### config.mk
export PLATFORM = sky130hd
export DESIGN_NAME = pipeline_hazard_ctrl
export DESIGN_NICKNAME = d
export VERILOG_FILES = /design/src/rtl/riscv_ctrl_pkg.sv /design/src/rtl/hazard_perf_cnt.sv /design/src/rtl/pipeline_hazard_ctrl.sv
export SDC_FILE = /design/constraint.sdc
export NUM_CORES = 1
export LEC_CHECK = 0
export BUFFER_PORTS_ARGS = -buffer_cell sky130_fd_sc_hd__clkbuf_2
export CORE_MARGIN = 4
export CORE_UTILIZATION = 38
export CTS_CLUSTER_SIZE = 40
export DETAILED_ROUTE_END_ITERATION = 12
export HOLD_SLACK_MARGIN = 0.02
export PLACE_DENSITY = 0.75
export SETUP_SLACK_MARGIN = 0.4
export SLEW_MARGIN = 20
export SYNTH_ARGS = -nofsm -noshare
export SYNTH_HDL_FRONTEND = slang
export SYNTH_HIERARCHICAL = 1
export SYNTH_SLANG_ARGS = --single-unit
### constraint.sdc
create_clock -name clk -period 1.5 [get_ports clk]
set_input_delay 0.3 -clock clk [delete_from_list [all_inputs] [get_ports clk]]
set_output_delay 0.3 -clock clk [all_outputs]
set_load 0.1 [all_outputs]
### src/rtl/riscv_ctrl_pkg.sv
// Shared control definitions for the pipeline: hazard FSM states, branch kinds and the ID/EX NOP bundle.
package riscv_ctrl_pkg;

    typedef enum logic [1:0] {
        ST_RUN     = 2'd0,
        ST_MEMWAIT = 2'd1,
        ST_REDIR   = 2'd2
    } ctrl_state_t;

    localparam logic [1:0] BR_JAL  = 2'd0;
    localparam logic [1:0] BR_JALR = 2'd1;
    localparam logic [1:0] BR_BEQ  = 2'd2;
    localparam logic [1:0] BR_BNE  = 2'd3;

    typedef struct packed {
        logic       reg_write;
        logic       mem_read;
        logic       mem_write;
        logic       mem_to_reg;
        logic       alu_src;
        logic       branch;
        logic       jump;
        logic [3:0] alu_op;
    } id_ex_ctrl_t;

    localparam id_ex_ctrl_t NOP_CTRL = '0;

    // JALR targets are never predicted, so any JALR in EX forces a redirect.
    function automatic logic is_mispredict(input logic is_branch, input logic is_jalr,
                                           input logic taken, input logic prev_taken);
        return is_branch & (is_jalr | (taken != prev_taken));
    endfunction

endpackage

### src/rtl/hazard_perf_cnt.sv
// Saturating event counter with synchronous active-high clear.
module hazard_perf_cnt #(
    parameter int CNT_W = 32
) (
    input  logic             clk,
    input  logic             rst,
    input  logic             inc,
    output logic [CNT_W-1:0] count
);

    always_ff @(posedge clk) begin
        if (rst)
            count <= '0;
        else if (inc && (count != {CNT_W{1'b1}}))
            count <= count + 1'b1;
    end

endmodule

### src/rtl/pipeline_hazard_ctrl.sv
// Stall/flush sequencer for the 5-stage pipeline with a registered PC redirect.
// Define PERF_CNT_EN to add saturating memstall/load-use/mispredict counters.
module pipeline_hazard_ctrl
    import riscv_ctrl_pkg::*;
#(
    parameter int PC_W = 32
`ifdef PERF_CNT_EN
    ,parameter int CNT_W = 32
`endif
) (
    input  logic            clk,
    input  logic            rst,
    input  logic            memory_stall,
    input  logic [4:0]      Rs1_1,
    input  logic [4:0]      Rs2_1,
    input  logic            use_rs1_1,
    input  logic            use_rs2_1,
    input  logic [4:0]      Rd_2,
    input  logic            mem_read_2,
    input  logic            is_branchInst_3,
    input  logic            is_jalr_3,
    input  logic            taken_3,
    input  logic            prev_taken_3,
    input  logic [PC_W-1:0] target_3,
    output logic            stall_pc,
    output logic            stall_if_id,
    output logic            stall_id_ex,
    output logic            bubble_id_ex,
    output logic            flush_if_id,
    output logic            redirect_valid,
    output logic [PC_W-1:0] redirect_pc
`ifdef PERF_CNT_EN
    ,output logic [CNT_W-1:0] cnt_memstall
    ,output logic [CNT_W-1:0] cnt_loaduse
    ,output logic [CNT_W-1:0] cnt_mispredict
`endif
);

    ctrl_state_t state, next_state;
    logic        mispredict;
    logic        load_use;
    logic        load_use_raw;

    assign load_use_raw = mem_read_2 && (Rd_2 != 5'd0) &&
                          ((use_rs1_1 && (Rd_2 == Rs1_1)) || (use_rs2_1 && (Rd_2 == Rs2_1)));

    // NOTE: sequential state uses <= so every flop samples pre-edge values, independent of block order.
    always_ff @(posedge clk) begin
        if (rst)
            state <= ST_RUN;
        else
            state <= next_state;
    end

    // NOTE: every output gets a default first; a path that skips an assignment would infer a latch.
    always_comb begin
        next_state   = ST_RUN;
        mispredict   = 1'b0;
        load_use     = 1'b0;
        stall_pc     = 1'b0;
        stall_if_id  = 1'b0;
        stall_id_ex  = 1'b0;
        bubble_id_ex = 1'b0;
        flush_if_id  = 1'b0;
        if (rst) begin
            next_state = ST_RUN;
        end else if (memory_stall) begin
            stall_pc    = 1'b1;
            stall_if_id = 1'b1;
            stall_id_ex = 1'b1;
            next_state  = ST_MEMWAIT;
        end else begin
            // MEMWAIT without a stall behaves exactly like RUN; only REDIR masks EX.
            mispredict   = (state != ST_REDIR) &&
                           is_mispredict(is_branchInst_3, is_jalr_3, taken_3, prev_taken_3);
            // While a redirect is pending IF/ID is being flushed, so a load-use stall is moot.
            load_use     = (state != ST_REDIR) && !redirect_valid && !mispredict && load_use_raw;
            flush_if_id  = mispredict || redirect_valid;
            bubble_id_ex = mispredict || load_use;
            stall_pc     = load_use;
            stall_if_id  = load_use;
            next_state   = mispredict ? ST_REDIR : ST_RUN;
        end
    end

    // A redirect captured before a memory stall is held until the pipeline moves again.
    always_ff @(posedge clk) begin
        if (rst) begin
            redirect_valid <= 1'b0;
            redirect_pc    <= '0;
        end else if (memory_stall) begin
            redirect_valid <= redirect_valid;
        end else if (mispredict) begin
            redirect_valid <= 1'b1;
            redirect_pc    <= target_3;
        end else begin
            redirect_valid <= 1'b0;
        end
    end

`ifdef PERF_CNT_EN
    hazard_perf_cnt #(.CNT_W(CNT_W)) u_cnt_memstall (
        .clk   (clk),
        .rst   (rst),
        .inc   (memory_stall),
        .count (cnt_memstall)
    );

    hazard_perf_cnt #(.CNT_W(CNT_W)) u_cnt_loaduse (
        .clk   (clk),
        .rst   (rst),
        .inc   (load_use),
        .count (cnt_loaduse)
    );

    hazard_perf_cnt #(.CNT_W(CNT_W)) u_cnt_mispredict (
        .clk   (clk),
        .rst   (rst),
        .inc   (mispredict),
        .count (cnt_mispredict)
    );
`endif

endmodule

==> results by group <==
Synthesis
  • Cell accounting for the most synthesized area: sky130_fd_sc_hd__dfxtp_1
  • Yosys top cell area share: 46.2%
  • List of most frequent post-synthesis cells: 35 x sky130_fd_sc_hd__dfxtp_1, 34 x sky130_fd_sc_hd__nand2_1, 33 x sky130_fd_sc_hd__nand2b_1
  • Cell types with the largest area share after synthesis: sky130_fd_sc_hd__dfxtp_1 46%, sky130_fd_sc_hd__nand2b_1 14%, sky130_fd_sc_hd__o21ai_0 9.9%, sky130_fd_sc_hd__nand2_1 8.4%, sky130_fd_sc_hd__xor2_1 5.2%
  • Number of synthesized flops with an enable pin: 0
  • Average footprint of a synthesized cell: 8.62 um^2
  • Post-synthesis net count: 233
  • Proportion of register bits with asynchronous set or reset after synthesis: 0%
  • Number of storage elements in the synthesis netlist: 35
  • Combined area of all synthesized cells: 1520 um^2
  • Top-count cell post-synth: sky130_fd_sc_hd__dfxtp_1
  • Sequential share of the synthesized area: 46.2%
  • Synth cell types: 25
  • Number of instances in the synthesized netlist: 176
  • Synth Flop Type: sky130_fd_sc_hd__dfxtp_1
  • Number of warnings issued by yosys: 6

STA
  • Setup Skew: 0.00633 ns
  • Minimum period implied by the final worst setup slack: 2.02 ns
  • Fin Setup TNS: -1.67 ns
  • Worst Setup Slack, final: -0.520 ns
  • Final hold viol count: 0
  • Number of max-slew violations in the final report: 0
  • Unrepaired setup endpoints after global routing: true
  • Worst Tran Pin Value: 0.333 ns
  • Setup violations, final: 5
  • Maximum achievable frequency: 495 MHz
  • Tcrit/Tclk final: 135%
  • Max transition margin: 77.6%

Layout
  • Share of post-route cells with drive strength above 1: 66.2%
  • Antenna diode count: 0
  • Final nets: 358
  • Synthesis-to-finish area growth: 127%

Power and ir drop
  • Cell-internal power: 1.85 mW
  • Fraction of power consumed by sequential logic: 36.7%
  • Static Leakage: 1.51 nW
  • Combinational power share: 36.6%
  • Power density over the cells: 823 nW/um^2
  • Worst-case vdd ir drop: 0.702 mV
  • Portion of total power attributed to the clock network: 26.8%
  • Switching fraction of total power: 34.7%
  • Switching power total: 985 uW

Worst setup path
  • Required time of the critical path: 1.20 ns
  • Kind of end point of the critical path: output pin
  • Max Fanout on Critical Path: 2
  • Worst flop-to-flop path startpoint: state[0]
  • Startpoint type of the worst setup path: register
  • Critical path start-end classification: register to output pin
  • CP arrival: 1.72 ns
  • Depth of the worst register-to-register path: 7
  • Worst reg2reg setup slack: -0.04 ns
  • Reg2Reg Capture Point: redirect_pc[10]
  • Crit path from: state[1]

Route
  • Final routed DRC violation total: 0
  • Drt first-iter violations: 97
  • Routed wirelength normalized by instance count: 19.8 um
  • Length of the first detailed-routing pass in iterations: 4
  • Detailed-route wire length: 6930 um
  • Post-route antenna net violation count: 0
  • Via density per instance: 5.09
  • Vias after detailed routing: 1783

Floorplan
  • Placement Rows: 22
  • Effective utilization at floorplan: 40.2%
  • Boundary pin count: 95
  • Area of the placeable core: 3770 um^2
  • Full die area: 5070 um^2
  • Floorplan die width: 71.2 um
  • Die height: 71.2 um

Clock tree
  • Clock tree root driver cell: sky130_fd_sc_hd__clkbuf_8
  • Later-pin clock latency in the skew report: 0.29 ns
  • Sinks on Clock Net: 35
  • H-tree depth: 2
  • Hold-fix buffers at CTS: 0
  • Number of buffers on the longest clock path: 2
  • Clock-pin slew of the registers on the worst-case setup and hold paths: 0.07 ns
  • TritonCTS clock tree: built
  • Number of CTS-inserted buffers: 5

Min path
  • Launch instance of the worst min-delay path: target_3[1]
  • Hold Path Depth: 3
  • Worst hold path type: input port to register
  • Capture endpoint of the worst hold path: redirect_pc[1]

Global routing
  • Number of antenna violations at the first check in global routing: 0
  • Via count of the first global-routing pass: 1835
  • Wire length of the first global-routing pass: 8890 um
  • Largest net degree at the start of global routing: 25
  • Remaining global-route overflow: 0
  • Total Routing Usage GR: 22.8%

Placed design
  • Total of buffers placed on input and output ports: 94
  • Worst setup slack before clock tree synthesis: -0.490 ns
  • Final weighted congestion in routability-driven placement: 0.838
  • Placed wire-length estimate: 3120 um

Status
  • Run status: finished with violations
  • Violations in the final reports: setup timing

Run
  • Max-cap violations: 0
-- critical path, cell delays in order (launching register included) --
cell                       delay [ns]
sky130_fd_sc_hd__dfxtp_2         0.33
sky130_fd_sc_hd__nor2b_4         0.13
sky130_fd_sc_hd__nor3b_2         0.19
sky130_fd_sc_hd__o211ai_1        0.11
sky130_fd_sc_hd__buf_4           0.17
sky130_fd_sc_hd__o31ai_4         0.29
sky130_fd_sc_hd__buf_12          0.22
-- flip-flops by register name (all words and copies together) (netlist names) --
register,flops
state,2
redirect_valid,1
redirect_pc,32
-- metrics by stage --
step	power, mW	hold slack (ns)	cell area [um^2]	utilization [%]	cells
global placement	1.75	0.447	2250	59.6	319
global route	2.92	0.224	3440	91.3	350
detailed placement	1.76	0.452	2250	59.6	319
CTS	2.76	0.218	3300	87.6	341
floorplan	1.57	0.419	1650	-	176
finish	2.84	0.224	3440	91.3	350
-- metal layers --
| metal | global-route usage [%] | part of all wire, % |
|---|---|---|
| met4 | 9.19 | 3.1 |
| met3 | 4.55 | 5.9 |
| met5 | 0 | 0 |
| met2 | 44.9 | 55 |
| met1 | 22.7 | 36 |
-- worst max path at each step --
stage / endpoint / depth (start not counted)
final: stall_if_id / 6
after global placement: stall_if_id / 6
after floorplan: stall_pc / 5
after CTS: stall_if_id / 6
after detailed placement: stall_if_id / 6
after global routing: stall_pc / 6
-- power by group through the flow --
stage | clock [mW] | combinational (mW) | sequential [mW]
floorplan | 0 | 0.205 | 1.37
global placement | 0 | 0.721 | 1.03
detailed placement | 0 | 0.729 | 1.03
CTS | 0.753 | 0.976 | 1.03
global route | 0.808 | 1.07 | 1.04
finish | 0.758 | 1.04 | 1.04
-- what timing repair did --
action | 4_1_cts | 5_1_grt
pin swaps | 8 | 1
buffers inserted | 10 | 8
gates resized for setup | 127 | 13
gates cloned | 4 | 1
setup endpoints to repair | 70 | 71
-- kinds of logic after synthesis --
| logic type | after synthesis | share of synthesized area (%) |
|---|---|---|
| AND/OR/NAND/NOR | 77 | 26.4 |
| AO/OA/AOI/OAI | 39 | 14.8 |
| flip-flops | 35 | 46.2 |
| buffers and inverters | 14 | 6.27 |
| XOR/XNOR | 11 | 6.35 |
-- cell usage in the layout, fill, tap and decap left out, types with 2 or more instances in the layout --
master and count:
sky130_fd_sc_hd__buf_12 12, sky130_fd_sc_hd__buf_16 2, sky130_fd_sc_hd__buf_4 24, sky130_fd_sc_hd__buf_6 3, sky130_fd_sc_hd__bufbuf_16 2, sky130_fd_sc_hd__clkbuf_16 32, sky130_fd_sc_hd__clkbuf_2 55, sky130_fd_sc_hd__clkbuf_8 7
sky130_fd_sc_hd__dfxtp_2 34, sky130_fd_sc_hd__nand2_1 31, sky130_fd_sc_hd__nand2_4 2, sky130_fd_sc_hd__nand2b_1 33, sky130_fd_sc_hd__nor2b_4 2, sky130_fd_sc_hd__o21ai_1 21, sky130_fd_sc_hd__o21ai_2 10, sky130_fd_sc_hd__o21ai_4 2
sky130_fd_sc_hd__xnor2_1 2, sky130_fd_sc_hd__xor2_1 8
-- cell type report --
| type | instances | area [um^2] |
|---|---|---|
| Timing Repair Buffer | 130 | 1650 |
| Multi-Input combinational cell | 127 | 875 |
| Sequential cell | 35 | 747 |
| Fill cell | 143 | 328 |
| Clock buffer | 7 | 96.3 |
| Tap cell | 48 | 60.1 |
| Clock inverter | 1 | 7.51 |
| Inverter | 2 | 7.51 |
(Power assumes the default switching activity.)
